[src/rtl/jitdom_switch_ctrl.sv]
// rtl/jitdom_switch_ctrl.sv - JITDomain domain-change sequencer for commit port 0
//
// Purpose: stalls a chg_dom instruction at commit, drains the store buffer,
// writes curdom once, requests a pipeline flush and acknowledges the commit
// only after the flush completes. All outputs decode from registered state.
//
// Ports:
//   clk_i, rst_i            clock, synchronous active-high reset
//   req_valid_i, req_dom_i  chg_dom instruction valid / requested domain
//   cur_dom_i               current curdom CSR value
//   halt_i                  core halt request (aborts while draining)
//   no_st_pending_i         store buffer empty
//   flush_done_i            controller finished the flush
//   req_ack_o               one-cycle commit acknowledge
//   csr_write_dom_o, csr_wdata_o  curdom write strobe / zero-extended data
//   flush_req_o             flush request level
//   ex_valid_o, ex_cause_o  illegal-domain exception pulse / cause
//   busy_o                  sequence in progress
//   drain_timeout_o         sticky drain-timeout flag
module jitdom_switch_ctrl #(
    parameter int DomBits      = 2,
    parameter int NrDom        = 4,
    parameter int XLEN         = 64,
    parameter int DrainTimeout = 255
) (
    input  logic               clk_i,
    input  logic               rst_i,
    input  logic               req_valid_i,
    input  logic [DomBits-1:0] req_dom_i,
    input  logic [DomBits-1:0] cur_dom_i,
    input  logic               halt_i,
    input  logic               no_st_pending_i,
    input  logic               flush_done_i,
    output logic               req_ack_o,
    output logic               csr_write_dom_o,
    output logic [XLEN-1:0]    csr_wdata_o,
    output logic               flush_req_o,
    output logic               ex_valid_o,
    output logic [XLEN-1:0]    ex_cause_o,
    output logic               busy_o,
    output logic               drain_timeout_o
);

    localparam int                CntW   = $clog2(DrainTimeout + 1);
    localparam logic [CntW-1:0]   CntMax = CntW'(DrainTimeout);

    localparam logic [2:0] S_IDLE  = 3'd0;
    localparam logic [2:0] S_DRAIN = 3'd1;
    localparam logic [2:0] S_WRITE = 3'd2;
    localparam logic [2:0] S_FLUSH = 3'd3;
    localparam logic [2:0] S_ACK   = 3'd4;

    logic [2:0]         state_q, state_d;
    logic [DomBits-1:0] dom_q, dom_d;
    logic [CntW-1:0]    cnt_q, cnt_d;
    logic               timeout_q, timeout_d;
    logic               ex_q, ex_d;
    // Set for the single IDLE cycle after ACK so the retiring instruction,
    // still presented on the commit port, is not accepted a second time.
    logic               hold_q, hold_d;

    logic req_legal;
    assign req_legal = int'(req_dom_i) < NrDom;

    always_comb begin
        state_d   = state_q;
        dom_d     = dom_q;
        cnt_d     = cnt_q;
        timeout_d = timeout_q;
        ex_d      = 1'b0;
        hold_d    = 1'b0;
        case (state_q)
            S_IDLE: begin
                if (!hold_q && req_valid_i && !halt_i) begin
                    if (!req_legal) begin
                        ex_d = 1'b1;
                    end else if (req_dom_i == cur_dom_i) begin
                        state_d = S_ACK;
                    end else begin
                        dom_d   = req_dom_i;
                        cnt_d   = '0;
                        state_d = S_DRAIN;
                    end
                end
            end
            S_DRAIN: begin
                // Abort outranks a drained store buffer.
                if (halt_i || !req_valid_i) begin
                    state_d = S_IDLE;
                end else if (no_st_pending_i) begin
                    state_d = S_WRITE;
                end else begin
                    if (cnt_q != CntMax) begin
                        cnt_d = cnt_q + CntW'(1);
                    end
                    if (cnt_d == CntMax) begin
                        timeout_d = 1'b1;
                    end
                end
            end
            S_WRITE: state_d = S_FLUSH;
            S_FLUSH: begin
                if (flush_done_i) begin
                    state_d = S_ACK;
                end
            end
            S_ACK: begin
                state_d = S_IDLE;
                hold_d  = 1'b1;
            end
            default: state_d = S_IDLE;
        endcase
    end

    always_ff @(posedge clk_i) begin
        if (rst_i) begin
            state_q   <= S_IDLE;
            dom_q     <= '0;
            cnt_q     <= '0;
            timeout_q <= 1'b0;
            ex_q      <= 1'b0;
            hold_q    <= 1'b0;
        end else begin
            state_q   <= state_d;
            dom_q     <= dom_d;
            cnt_q     <= cnt_d;
            timeout_q <= timeout_d;
            ex_q      <= ex_d;
            hold_q    <= hold_d;
        end
    end

    assign req_ack_o       = (state_q == S_ACK);
    assign csr_write_dom_o = (state_q == S_WRITE);
    assign csr_wdata_o     = (state_q == S_WRITE) ? {{(XLEN-DomBits){1'b0}}, dom_q} : '0;
    assign flush_req_o     = (state_q == S_FLUSH);
    assign ex_valid_o      = ex_q;
    assign ex_cause_o      = ex_q ? XLEN'(2) : '0;
    assign busy_o          = (state_q != S_IDLE);
    assign drain_timeout_o = timeout_q;

endmodule

[config.mk]
export PLATFORM = sky130hd
export DESIGN_NAME = jitdom_switch_ctrl
export DESIGN_NICKNAME = d
export VERILOG_FILES = /design/src/rtl/jitdom_switch_ctrl.sv
export SDC_FILE = /design/constraint.sdc
export NUM_CORES = 1
export LEC_CHECK = 0
export ABC_AREA = 1
export BUFFER_PORTS_ARGS = -buffer_cell sky130_fd_sc_hd__buf_2
export CAP_MARGIN = 20
export CORE_MARGIN = 4
export CORE_UTILIZATION = 41
export CTS_BUF_LIST = sky130_fd_sc_hd__clkbuf_16
export CTS_CLUSTER_DIAMETER = 80
export DETAILED_ROUTE_END_ITERATION = 12
export PLACE_DENSITY_LB_ADDON = 0.12
export SLEW_MARGIN = 5
export SYNTH_ARGS = -nofsm -noshare
export SYNTH_HDL_FRONTEND = slang
export SYNTH_SLANG_ARGS = --single-unit
[constraint.sdc]
create_clock -name clk_i -period 1.43 [get_ports clk_i]
set_input_delay 0.143 -clock clk_i [delete_from_list [all_inputs] [get_ports clk_i]]
set_output_delay 0.143 -clock clk_i [all_outputs]
set_load 0.005 [all_outputs]
==> Word level (Yosys, flattened, before mapping) <==
Cells that the tools add are included.
{ "totals": {"regBits": 15, "out_inout_bits": 134, "wordCells": 52} }
{ "classes": {"addsub": 1, "eq_ne": 13, "mux": 17, "bitwise_logic": 3, "reduce_logical": 13} }
{ "ops": {"columns": ["op", "count"], "rows": [
  ["two-way mux 8 bit", 8],
  ["case mux 8 bit (2 select lines)", 1],
  ["two-way mux 3 bit", 5],
  ["case mux 3 bit (4 select lines)", 1],
  ["!= test 2 bit (second input constant)", 5],
  ["adder 8 x 1 -> 8 bit (second input constant)", 1],
  ["== test 8 bit (second input constant)", 1],
  ["!= test 8 bit (second input constant)", 1],
  ["== test 3 x 2 -> 1 bit (second input constant)", 2],
  ["AND reduction 3 bit", 2],
  ["AND reduction 5 bit", 1],
  ["AND reduction 4 bit", 1],
  ["== test 3 x 1 -> 1 bit (second input constant)", 1],
  ["== test 3 bit (second input constant)", 1],
  ["zero test 1 bit", 3],
  ["zero test 3 bit", 1],
  ["!= test 3 bit (second input constant)", 1],
  ["inverter 1 bit", 3],
  ["nonzero test 3 bit", 1],
  ["== test 2 bit", 1],
  ["logical AND 1 bit", 2],
  ["two-way mux 2 bit", 1],
  ["nonzero test 2 bit", 1],
  ["logical OR 1 bit", 1],
  ["two-way mux 1 bit", 1]
]} }

==> Longest topological paths before layout <==
Gate-level depths: netlist (run 1).
{ "logic_depth": {"depth_word": 8, "ltp_mapped": 11} }

==> Worst setup path before layout (run 1) <==
Ideal clock, no wire load.
{ "synth_timing": {"path_type": "reg2reg", "from": "reg cnt_q[0]", "to": "reg timeout_q, in the netlist drain_timeout_o", "setup_time_ns": 0.068, "t_arrival_ns": 1.248, "t_required_ns": 1.362, "slack_ns": 0.115, "path_stages_with_launch": 12, "n_path_buf": 0, "cell_sequence": "dfxtp_1 > ha_1 > nand2_2 > nor2_4 > nand2_2 > nand2_1 > nand2_1 > inv_2 > nand2_1 > nor2_1 > nand2_1 > a21oi_2"} }
{ "synth_via": {"elab_chain_len": 7, "elab_cells_between_ends": 8, "classes_between": "add/sub (1); eq/ne (2); mux (4); reduce/logical (1)"} }
{ "synth_lines": {"columns": ["element", "line_no", "text"], "rows": [
  ["start: declaration", "55", "logic [CntW-1:0] cnt_q, cnt_d;"],
  ["start signal: assignment", "126", "cnt_q <= cnt_d;"],
  ["adder 8 x 1 -> 8 bit / != test 8 bit (equally long branches)", "94, 93", null],
  ["two-way mux 8 bit (*)", "93", "if (cnt_q != CntMax) begin"],
  ["two-way mux 8 bit (*)", "90", "end else if (no_st_pending_i) begin"],
  ["two-way mux 8 bit (*)", "88", "if (halt_i || !req_valid_i) begin"],
  ["two-way mux 8 bit (*)", "72", "case (state_q)"],
  ["== test 8 bit (*)", "96", "if (cnt_d == CntMax) begin"],
  ["AND reduction 4 bit (no line) (*)", null, null],
  ["end signal: assignment", "127", "timeout_q <= timeout_d;"],
  ["end: declaration", "56", "logic timeout_q, timeout_d;"]
]} }
Every way passes the cells marked *; elsewhere a longest branch is shown, timed or not. The select of a mux whose other input is x is not followed.
A chain may end at the register's enable or synchronous reset.

==> Final worst setup path (run 1) <==
Ends and elaborated chain as after synthesis.

==> flow_summary.json, run 1 <==
{
  "run_status": "finished, final reports clean",
  "post_route_cells_drive_above_1_share_pct": 25.1,
  "rrSetupSlack_ns": 0.06,
  "seqCellArea_sq_um": 313,
  "cell_type_of_the_slowest_stage_on_the_worst_timing_path": "dfxtp_4",
  "via_per_inst": 3.58,
  "row_count": 24,
  "via_count": 1258,
  "synth-compound-area-share_pct": 6.18,
  "synth_top_flop_cell": "dfxtp_1",
  "p_leak_nw": 1.01,
  "die_area_sq_um": 5900,
  "drcViolationCount": 0,
  "final_period_minus_worst_setup_slack_ns": 1.37,
  "finalSetupViolCount": 0,
  "worst_ep_required_time_ns": 1.61,
  "numClockSinks": 15,
  "crit_path_frequent_cell": "nand2_1",
  "finalPower_mw": 1.24,
  "finalClockSkew_ns": 0.00445,
  "worstSetupEndpointType": "flop",
  "beginning_of_the_worst_register_to_register_path": "cnt_q[0]",
  "timing.fmax_ghz": 0.730,
  "number_of_global_route_vias_before_repair": 1127,
  "worst-r2r-cell-count": 11,
  "postRouteAntennaNets": 0,
  "synth-edff-count": 0,
  "synth_top_area_share_pct": 49.1,
  "synthSimpleGateAreaFrac_pct": 22.6,
  "worstSkewPairLatency_ns": 0.25,
  "pin_count": 144,
  "power.ir.vdd_worst_uv": 495,
  "synth-adder-area-share_pct": 0.644,
  "grt_pass1_wl_mm": 5.00,
  "htree_num_levels": 1,
  "antenna_found_initial": 0,
  "critical_path_peak_fanout": 3,
  "main_combinational_cell_family_by_area_after_synthesis": "buffers and inverters",
  "critical_path.startpoint": "cnt_q[0]",
  "yosys-mux-area-fraction_pct": 0,
  "cts_max_path_buffers": 2,
  "cts_inserted_buffers": 3,
  "first_pass_iters": 4,
  "num-fill-cells": 474,
  "initial_cell_density_of_the_core_pct": 43.4,
  "total_routing_usage_reported_by_global_routing_pct": 10.1,
  "cells_traversed_along_the_worst_timing_path": "ha_4, nand2_4, nor2_4, buf_4, nand3b_1, nand2_1, inv_2, nand2_2, nor2_2, nand2_1, a21oi_2",
  "post-route-worst-setup-slack_ns": 0.0598,
  "finalSetupTns_ns": 0,
  "max_cap_violations": 0,
  "worst_path_largest_cell_delay_ns": 0.35,
  "yosys_warnings": 0,
  "yosysSeqAreaShare_pct": 15.5,
  "reg2reg_to": "drain_timeout_o",
  "pre_cts_slack_ns": -0.0345,
  "async_reset_ff_share_pct": 0,
  "crit_family": "simple AND/OR/NAND/NOR gates",
  "type_of_element_launching_the_critical_path": "flop",
  "synth_top_cell_by_area": "buf_4",
  "core_area_sq_um": 4470,
  "syn-cell-area_sq_um": 1940,
  "fp.dieH_microns": 76.8,
  "final_nets": 311,
  "global_route.overflow_total": 0,
  "detailed_place_hpwl_mm": 2.73,
  "timing.hold.ws_ns": 0.201,
  "cts_hold_buffers": 0,
  "pwr_density_cell_nw_per_um2": 680,
  "pin_count_of_the_biggest_net_entering_global_routing": 16,
  "cp-endpoint": "drain_timeout_o",
  "cp_num_cells": 11,
  "worst_hold_path_type": "input pin to flop",
  "synthesis.area_per_instance_sq_um": 7.20,
  "clk_pin_slew_worst_paths_ns": 0.05,
  "cts_root_buffer": "clkbuf_16",
  "post_synth_xor_area_fraction_pct": 1.80,
  "netlist-cell-type-count": 29,
  "worstPathArrival_ns": 1.55,
  "grt_setup_unrepaired": "true",
  "postSynthRegisterBits": 15,
  "final_max_slew_viol_count": 0,
  "detailedRoute.firstIterationViolations": 51,
  "drt_wl_total_mm": 3.27,
  "layout-area-overhead-vs-synth_pct": -5.80,
  "synth.area.top_cells": "buf_4 (49%), dfxtp_1 (15%), nand2_1 (7.7%)",
  "final.period_utilization_pct": 95.8,
  "critPathBufInv": 2,
  "report.final.hold_viol_count": 0,
  "crit_type": "flop to flop",
  "number_of_antenna_cells_inserted": 0,
  "multi_input_area_sq_um": 1130,
  "horizontal_die_dimension_microns": 76.8,
  "port_buffers": 16,
  "mapped_cells": 270,
  "gp_routability_congestion": 0.794,
  "route.detailed.wl_per_inst_microns": 9.32,
  "cts_tree": "done"
}
-- cell families (layout without fill, tap and decap cells) --
family / after synthesis / in the layout
adder cells (fa/ha/maj): 1 / 1
AO/OA/AOI/OAI: 19 / 19
flip-flops: 15 / 15
XOR/XNOR: 4 / 4
AND/OR/NAND/NOR: 82 / 82
buffers and inverters: 148 / 51
other: 1 / 127
-- Yosys cell counts, types with 2 or more instances --
library cell  number
buf_4            127
nor3_2             2
nand2_1           40
nand3_1            7
nor2_1            12
o21bai_1           2
a21oi_2            2
nand3b_1           2
dfxtp_1           15
a21oi_1            9
a211oi_1           2
nor3_1             3
o21ai_0            3
inv_1             14
inv_2              6
nor2_4             4
nand2_2            5
xor2_1             3
nand3_2            2
-- per-layer routing --
layer | GRT usage, % | wire length (microns) | share of wire (%) | vias up
met5 | 0 | 0 | 0 | -
met4 | 3.80 | 64 | 2.0 | 0
met3 | 1.52 | 317 | 9.7 | 5
met2 | 19.8 | 1650 | 50 | 74
met1 | 10.7 | 1240 | 38 | 540
li1 | - | - | - | 639
-- report_power, final --
part	switching [mW]	internal, mW	total, mW
clock	0.169	0.373	0.542
sequential	0.0195	0.432	0.451
combinational	0.188	0.0633	0.252
-- cells in the final DEF (no fill, tap or decap), types with 2 or more instances in the layout --
master     instances
inv_2              7
nand3_2            4
nand3b_1           2
dfxtp_4            2
xor2_1             3
nor2_1            10
o21ai_0            2
nand3_1            5
inv_1             12
a211oi_1           2
nor3_1             2
a21oi_1            9
clkbuf_16          3
o21bai_1           2
nand2_2            7
nor3_2             3
nor2_4             4
dfxtp_2            4
conb_1           127
buf_4             11
dfxtp_1            9
nor2_2             3
a21oi_2            2
nand2_1           37
buf_2             16
-- area by class of cell --
class                           instances  share of cell area (%)
Timing Repair Buffer                   27                    8.89
Sequential cell                        15                    17.1
Clock inverter                          1                   0.273
Multi-Input combinational cell        233                    61.9
Inverter                               20                    4.24
Clock buffer                            3                    4.10
Tap cell                               52                    3.55
-- metrics by stage --
step	area [sq um]	std cells	utilization [%]
3_3_place_gp	1660	344	37.2
3_5_place_dp	1660	344	37.2
6_report	1830	351	40.9
5_1_grt	1830	351	40.9
2_1_floorplan	2420	396	-
4_1_cts	1770	349	39.5
-- what timing repair did --
item,CTS,global route
setup endpoints to repair,4,11
resized for setup,6,18
cloned,0,0
buffers inserted,1,2
pin swaps,1,3
-- worst min path at each step --
stage | from | endpoint | slack (ns) | cells past startpoint
final | req_dom_i[0] | dom_q[0] | 0.20 | 3
after global routing | req_dom_i[0] | dom_q[0] | 0.20 | 3
after CTS | req_dom_i[0] | dom_q[0] | 0.20 | 3
after detailed placement | dom_q[1] | dom_q[1] | 0.45 | 2
after global placement | drain_timeout_o | drain_timeout_o | 0.45 | 2
after floorplan | rst_i | cnt_q[0] | 0.21 | 1
-- sequential cells by signal, summed over array words and instances (netlist names) --
name	flops
cnt_q	8
drain_timeout_o	1
hold_q	1
state_q	3
dom_q	2
-- worst reg2reg max path, cell delays in order, from the launching register on --
cell and delay [ns]:
dfxtp_4 0.35, ha_4 0.17, nand2_4 0.09, nor2_4 0.05, buf_4 0.13, nand3b_1 0.07, nand2_1 0.06, inv_2 0.06
nand2_2 0.05, nor2_2 0.10, nand2_1 0.06, a21oi_2 0.10
Note: power is estimated with default switching activity, not from simulation.
==> run 2: changes to the inputs <==
Settings changed: ABC_AREA 1 to not set, SKIP_CTS_REPAIR_TIMING set to 1.
==> flow_summary.json, run 2 <==
{
  "run_status": "finished, final reports clean",
  "pin_count_of_the_biggest_net_entering_global_routing": 10,
  "drcViolationCount": 0,
  "synth_top_cell_by_area": "buf_4",
  "min_from": "req_dom_i[1]",
  "number_of_global_route_vias_before_repair": 1197,
  "cts_max_path_buffers": 2,
  "syn-cell-area_sq_um": 1900,
  "finalClockSkew_ns": 0.00332,
  "final_cell_area_sq_um": 1890,
  "netSwitchingFraction_pct": 29.6,
  "dp.cells": 332,
  "initial_cell_density_of_the_core_pct": 43.0,
  "top_regs": "cnt_q (8), state_q (3), dom_q (2)",
  "synth.area.top_cells": "buf_4 (51%), dfxtp_1 (16%), nand2_1 (3.0%)",
  "die_area_sq_um": 5780,
  "global_route.overflow_total": 0,
  "crit_type": "flop to flop",
  "worst_path_largest_cell_delay_ns": 0.35,
  "cts_tree": "done",
  "largest_register": "cnt_q",
  "layout.cells.most_common": "conb_1",
  "number_of_antenna_cells_inserted": 0,
  "report.final.hold_viol_count": 0,
  "timing.hold.ws_ns": 0.159,
  "synthesis.area_per_instance_sq_um": 7.56,
  "horizontal_die_dimension_microns": 76.0,
  "largest_register_ffs": 8,
  "worst_ep_required_time_ns": 1.56,
  "power_frac_clock_pct": 42.0,
  "beginning_of_the_worst_register_to_register_path": "state_q[2]",
  "detailed_place_hpwl_mm": 2.89,
  "via_count": 1329,
  "numClockSinks": 15,
  "grt_pass1_wl_mm": 5.53,
  "synth_top_area_share_pct": 50.7,
  "row_count": 24,
  "pwr_density_cell_nw_per_um2": 688,
  "detailedRoute.firstIterationViolations": 59,
  "first_pass_iters": 4,
  "timing.fmax_ghz": 0.714,
  "final_nets": 297,
  "final_cells": 337,
  "worstSkewPairLatency_ns": 0.25,
  "cell_type_of_the_slowest_stage_on_the_worst_timing_path": "dfxtp_4",
  "postPlaceCellArea_sq_um": 1710,
  "mapped_cells": 251,
  "type_of_element_launching_the_critical_path": "flop",
  "most_used_cells_in_the_layout_excluding_fill_and_tap_cells": "conb_1 (127), buf_4 (20), buf_2 (16)",
  "yosysSeqAreaShare_pct": 15.8,
  "synth.most_common_cell": "buf_4",
  "critical_path.startpoint": "state_q[2]",
  "internal_power_uw": 913,
  "cts_root_buffer": "clkbuf_16",
  "finalSetupViolCount": 0,
  "cts_inserted_buffers": 3,
  "critical_path_peak_fanout": 4,
  "core_area_sq_um": 4410,
  "post_route_cells_drive_above_1_share_pct": 24.6,
  "clk_pin_slew_worst_paths_ns": 0.05,
  "postRouteAntennaNets": 0,
  "netlist-cell-type-count": 43,
  "synth-edff-count": 0,
  "final.period_utilization_pct": 98.0,
  "p_leak_nw": 0.956,
  "pwr-share-seq_pct": 34.6,
  "fp.dieH_microns": 76.0,
  "final_period_minus_worst_setup_slack_ns": 1.40,
  "layout-area-overhead-vs-synth_pct": -0.594,
  "worst_hold_path_type": "input pin to flop",
  "postSynthRegisterBits": 15,
  "yosys_warnings": 0,
  "via_per_inst": 3.94,
  "p_comb_share_pct": 23.4,
  "port_buffers": 16,
  "pin_count": 144,
  "power.ir.vdd_worst_uv": 494,
  "synth_top_flop_cell": "dfxtp_1",
  "worstPathArrival_ns": 1.53,
  "gp_routability_congestion": 0.823,
  "total_routing_usage_reported_by_global_routing_pct": 11.1,
  "cells_traversed_along_the_worst_timing_path": "nor4b_4, and2_4, a211o_4, nor2_1, o221a_2",
  "route.detailed.wl_per_inst_microns": 10.5,
  "async_reset_ff_share_pct": 0,
  "final_core_util_pct": 42.7,
  "p_switching_uw": 383,
  "htree_num_levels": 1,
  "max_cap_violations": 0,
  "worstSetupEndpointType": "flop",
  "final_max_slew_viol_count": 0,
  "antenna_found_initial": 0,
  "drt_wl_total_mm": 3.53,
  "grt_setup_unrepaired": "true",
  "synth_commonest_cells": "buf_4 (128), dfxtp_1 (15), nand2_1 (15), nor2_1 (11), o21ai_0 (9)"
}
-- run 2: cell count changes in the layout (fill, tap and decap cells not counted), sizes merged, moves of 3 or more --
cell and change:
nor3 -3, and2 +3, xor2 -3, o21ai +7
inv -15, mux2i +3, a31oi +3, nand2 -30
buf +11, nor2 -7
-- run 2: worst max-delay path, delay by kind of cell (launching register included) --
family,cells,cell delay [ns]
simple gates,3,0.59
flops,1,0.35
compound gates,2,0.35
-- run 2: kinds of logic (layout without fill, tap and decap cells) --
| kind of cell | count (synthesis) | after routing | synth area share [%] |
|---|---|---|---|
| compound gates | 32 | 32 | 11.1 |
| xor+xnor | 2 | 2 | 0.924 |
| fa+ha+maj | 1 | 1 | 0.660 |
| buf+inv | 138 | 46 | 53.3 |
| flops | 15 | 15 | 15.8 |
| mux | 3 | 3 | 1.58 |
| other cells | 1 | 127 | 0.198 |
| simple gates | 59 | 59 | 16.4 |
-- run 2: layout make-up --
class | instances | area [sq um]
clock buffer | 3 | 75.1
clock inverter | 1 | 3.75
fill | 498 | 2530
inverter | 4 | 15.0
multi-input combinational | 224 | 1160
sequential | 15 | 315
tap | 52 | 65.1
timing repair buffer | 38 | 253
-- run 2: per-layer routing --
metal | GRT usage [%] | vias to the layer above | share of wire (%)
met5 | 0 | - | 0
met4 | 3.74 | 0 | 1.3
met3 | 1.30 | 4 | 11
met2 | 18.8 | 87 | 46
met1 | 14.4 | 603 | 42
li1 | - | 635 | -
-- run 2: worst paths after layout --
check / end / slack, ns / cells after the start
setup / recovery: state_q[1] / 0.03 / 5
hold / removal: dom_q[1] / 0.16 / 3
setup reg to reg: state_q[1] / 0.03 / 5
hold reg to reg: drain_timeout_o / 0.47 / 2
-- run 2: metrics by stage --
stage | power [mW] | setup TNS, ns | setup slack, ns
floorplan | 0.895 | 0 | 0.00414
global placement | 0.718 | 0 | 0.00162
detailed placement | 0.717 | -0.0268 | -0.0167
CTS | 1.27 | -0.0630 | -0.0260
global route | 1.37 | -0.132 | -0.0494
finish | 1.30 | 0 | 0.0288
-- run 2: power by group through the flow --
stage / clock network, mW / registers [mW] / logic [mW]
6_report: 0.545 / 0.449 / 0.303
3_3_place_gp: 0 / 0.455 / 0.262
3_5_place_dp: 0 / 0.456 / 0.261
4_1_cts: 0.557 / 0.447 / 0.261
2_1_floorplan: 0 / 0.447 / 0.448
5_1_grt: 0.580 / 0.451 / 0.344
==> run 3: changes to the inputs <==
Settings changed: SETUP_SLACK_MARGIN set to 0.05.
==> flow_summary.json, run 3 (synthesis gave the netlist of run 2 again) <==
{
  "run_status": "finished with violations",
  "violations": "negative setup slack",
  "type_of_element_launching_the_critical_path": "flop",
  "power_frac_clock_pct": 43.2,
  "internal_power_uw": 896,
  "post_route_cells_drive_above_1_share_pct": 22.4,
  "detailedRoute.firstIterationViolations": 47,
  "final.period_utilization_pct": 101,
  "timing.fmax_ghz": 0.696,
  "largest_register_ffs": 8,
  "final_nets": 293,
  "row_count": 24,
  "route.detailed.wl_per_inst_microns": 10.8,
  "core_area_sq_um": 4410,
  "htree_num_levels": 1,
  "p_switching_uw": 377,
  "layout-area-overhead-vs-synth_pct": -3.69,
  "detailed_place_hpwl_mm": 2.79,
  "port_buffers": 16,
  "finalClockSkew_ns": 0.00200,
  "finalSetupViolCount": 2,
  "final_period_minus_worst_setup_slack_ns": 1.44,
  "die_area_sq_um": 5780,
  "pwr-share-seq_pct": 35.4,
  "via_per_inst": 3.90,
  "max_cap_violations": 0,
  "worstSetupEndpointType": "flop",
  "post-route-worst-setup-slack_ns": -0.00757,
  "fp.dieH_microns": 76.0,
  "number_of_antenna_cells_inserted": 0,
  "finalSetupTns_ns": -0.0120,
  "first_pass_iters": 4,
  "cts_tree": "done",
  "global_route.overflow_total": 0,
  "critical_path_peak_fanout": 9,
  "p_leak_nw": 0.929,
  "drt_wl_total_mm": 3.61,
  "final_core_util_pct": 41.4,
  "layout.cells.most_common": "conb_1",
  "pre_cts_slack_ns": -0.0649,
  "worstSkewPairLatency_ns": 0.25,
  "most_used_cells_in_the_layout_excluding_fill_and_tap_cells": "conb_1 (127), buf_4 (18), buf_2 (16)",
  "number_of_global_route_vias_before_repair": 1150,
  "total_routing_usage_reported_by_global_routing_pct": 11.2,
  "numClockSinks": 15,
  "netSwitchingFraction_pct": 29.6,
  "grt_pass1_wl_mm": 5.53,
  "pin_count_of_the_biggest_net_entering_global_routing": 16,
  "cts_root_buffer": "clkbuf_16",
  "final_max_slew_viol_count": 0,
  "worstPathArrival_ns": 1.62,
  "via_count": 1300,
  "power.ir.vdd_worst_uv": 371,
  "clk_pin_slew_worst_paths_ns": 0.05,
  "p_comb_share_pct": 21.5,
  "horizontal_die_dimension_microns": 76.0,
  "top_regs": "cnt_q (8), state_q (3), dom_q (2)",
  "pin_count": 144,
  "initial_cell_density_of_the_core_pct": 43.0,
  "antenna_found_initial": 0,
  "worst_hold_path_type": "input pin to flop",
  "drcViolationCount": 0,
  "worst_ep_required_time_ns": 1.61,
  "postRouteAntennaNets": 0,
  "pwr_density_cell_nw_per_um2": 697,
  "report.final.hold_viol_count": 0,
  "crit_type": "flop to flop",
  "cts_max_path_buffers": 2,
  "largest_register": "cnt_q",
  "gp_routability_congestion": 0.797,
  "grt_setup_unrepaired": "true",
  "cts_inserted_buffers": 3
}
[run 3: per-layer routing]
metal	routed length, microns	up-vias	track usage, %
met2	1680	91	18.2
li1	-	628	-
met5	0	-	0
met1	1500	577	15.2
met3	387	4	1.42
met4	43	0	3.74
[run 3: through the flow]
stage                     hold WS [ns]  std cells  total power [mW]  instance area, sq um
final                            0.166        333              1.27                  1830
after global routing             0.182        333              1.34                  1830
after CTS                        0.172        332              1.25                  1760
after detailed placement         0.426        328             0.703                  1680
after global placement           0.416        328             0.704                  1680
after floorplan                  0.204        377             0.900                  2420
[run 3: critical path, stage by stage, from the launching register on]
cell and delay, ns:
dfxtp_2 0.36, nor2b_1 0.17, and2_4 0.18, a211o_4 0.29, or2_1 0.25, a21oi_2 0.12
[run 3: final cells by class]
| cell class | count | area (sq um) |
|---|---|---|
| timing repair buffer | 34 | 215 |
| tap | 52 | 65.1 |
| inverter | 4 | 15.0 |
| clock buffer | 3 | 75.1 |
| fill | 469 | 2590 |
| sequential | 15 | 315 |
| multi-input combinational | 224 | 1140 |
| clock inverter | 1 | 3.75 |
[run 3: final timing paths]
check | startpoint | endpoint | slack, ns | depth (start not counted)
max | state_q[0] | state_q[0] | -0.008 | 5
min | req_dom_i[1] | dom_q[1] | 0.17 | 3
max reg2reg | state_q[0] | state_q[0] | -0.008 | 5
min reg2reg | drain_timeout_o | drain_timeout_o | 0.47 | 2
[run 3: power groups by stage]
stage	clock network (mW)	logic [mW]	registers [mW]
5_1_grt	0.571	0.314	0.453
3_5_place_dp	0	0.244	0.459
6_report	0.549	0.274	0.450
3_3_place_gp	0	0.245	0.459
4_1_cts	0.560	0.245	0.450
2_1_floorplan	0	0.455	0.445
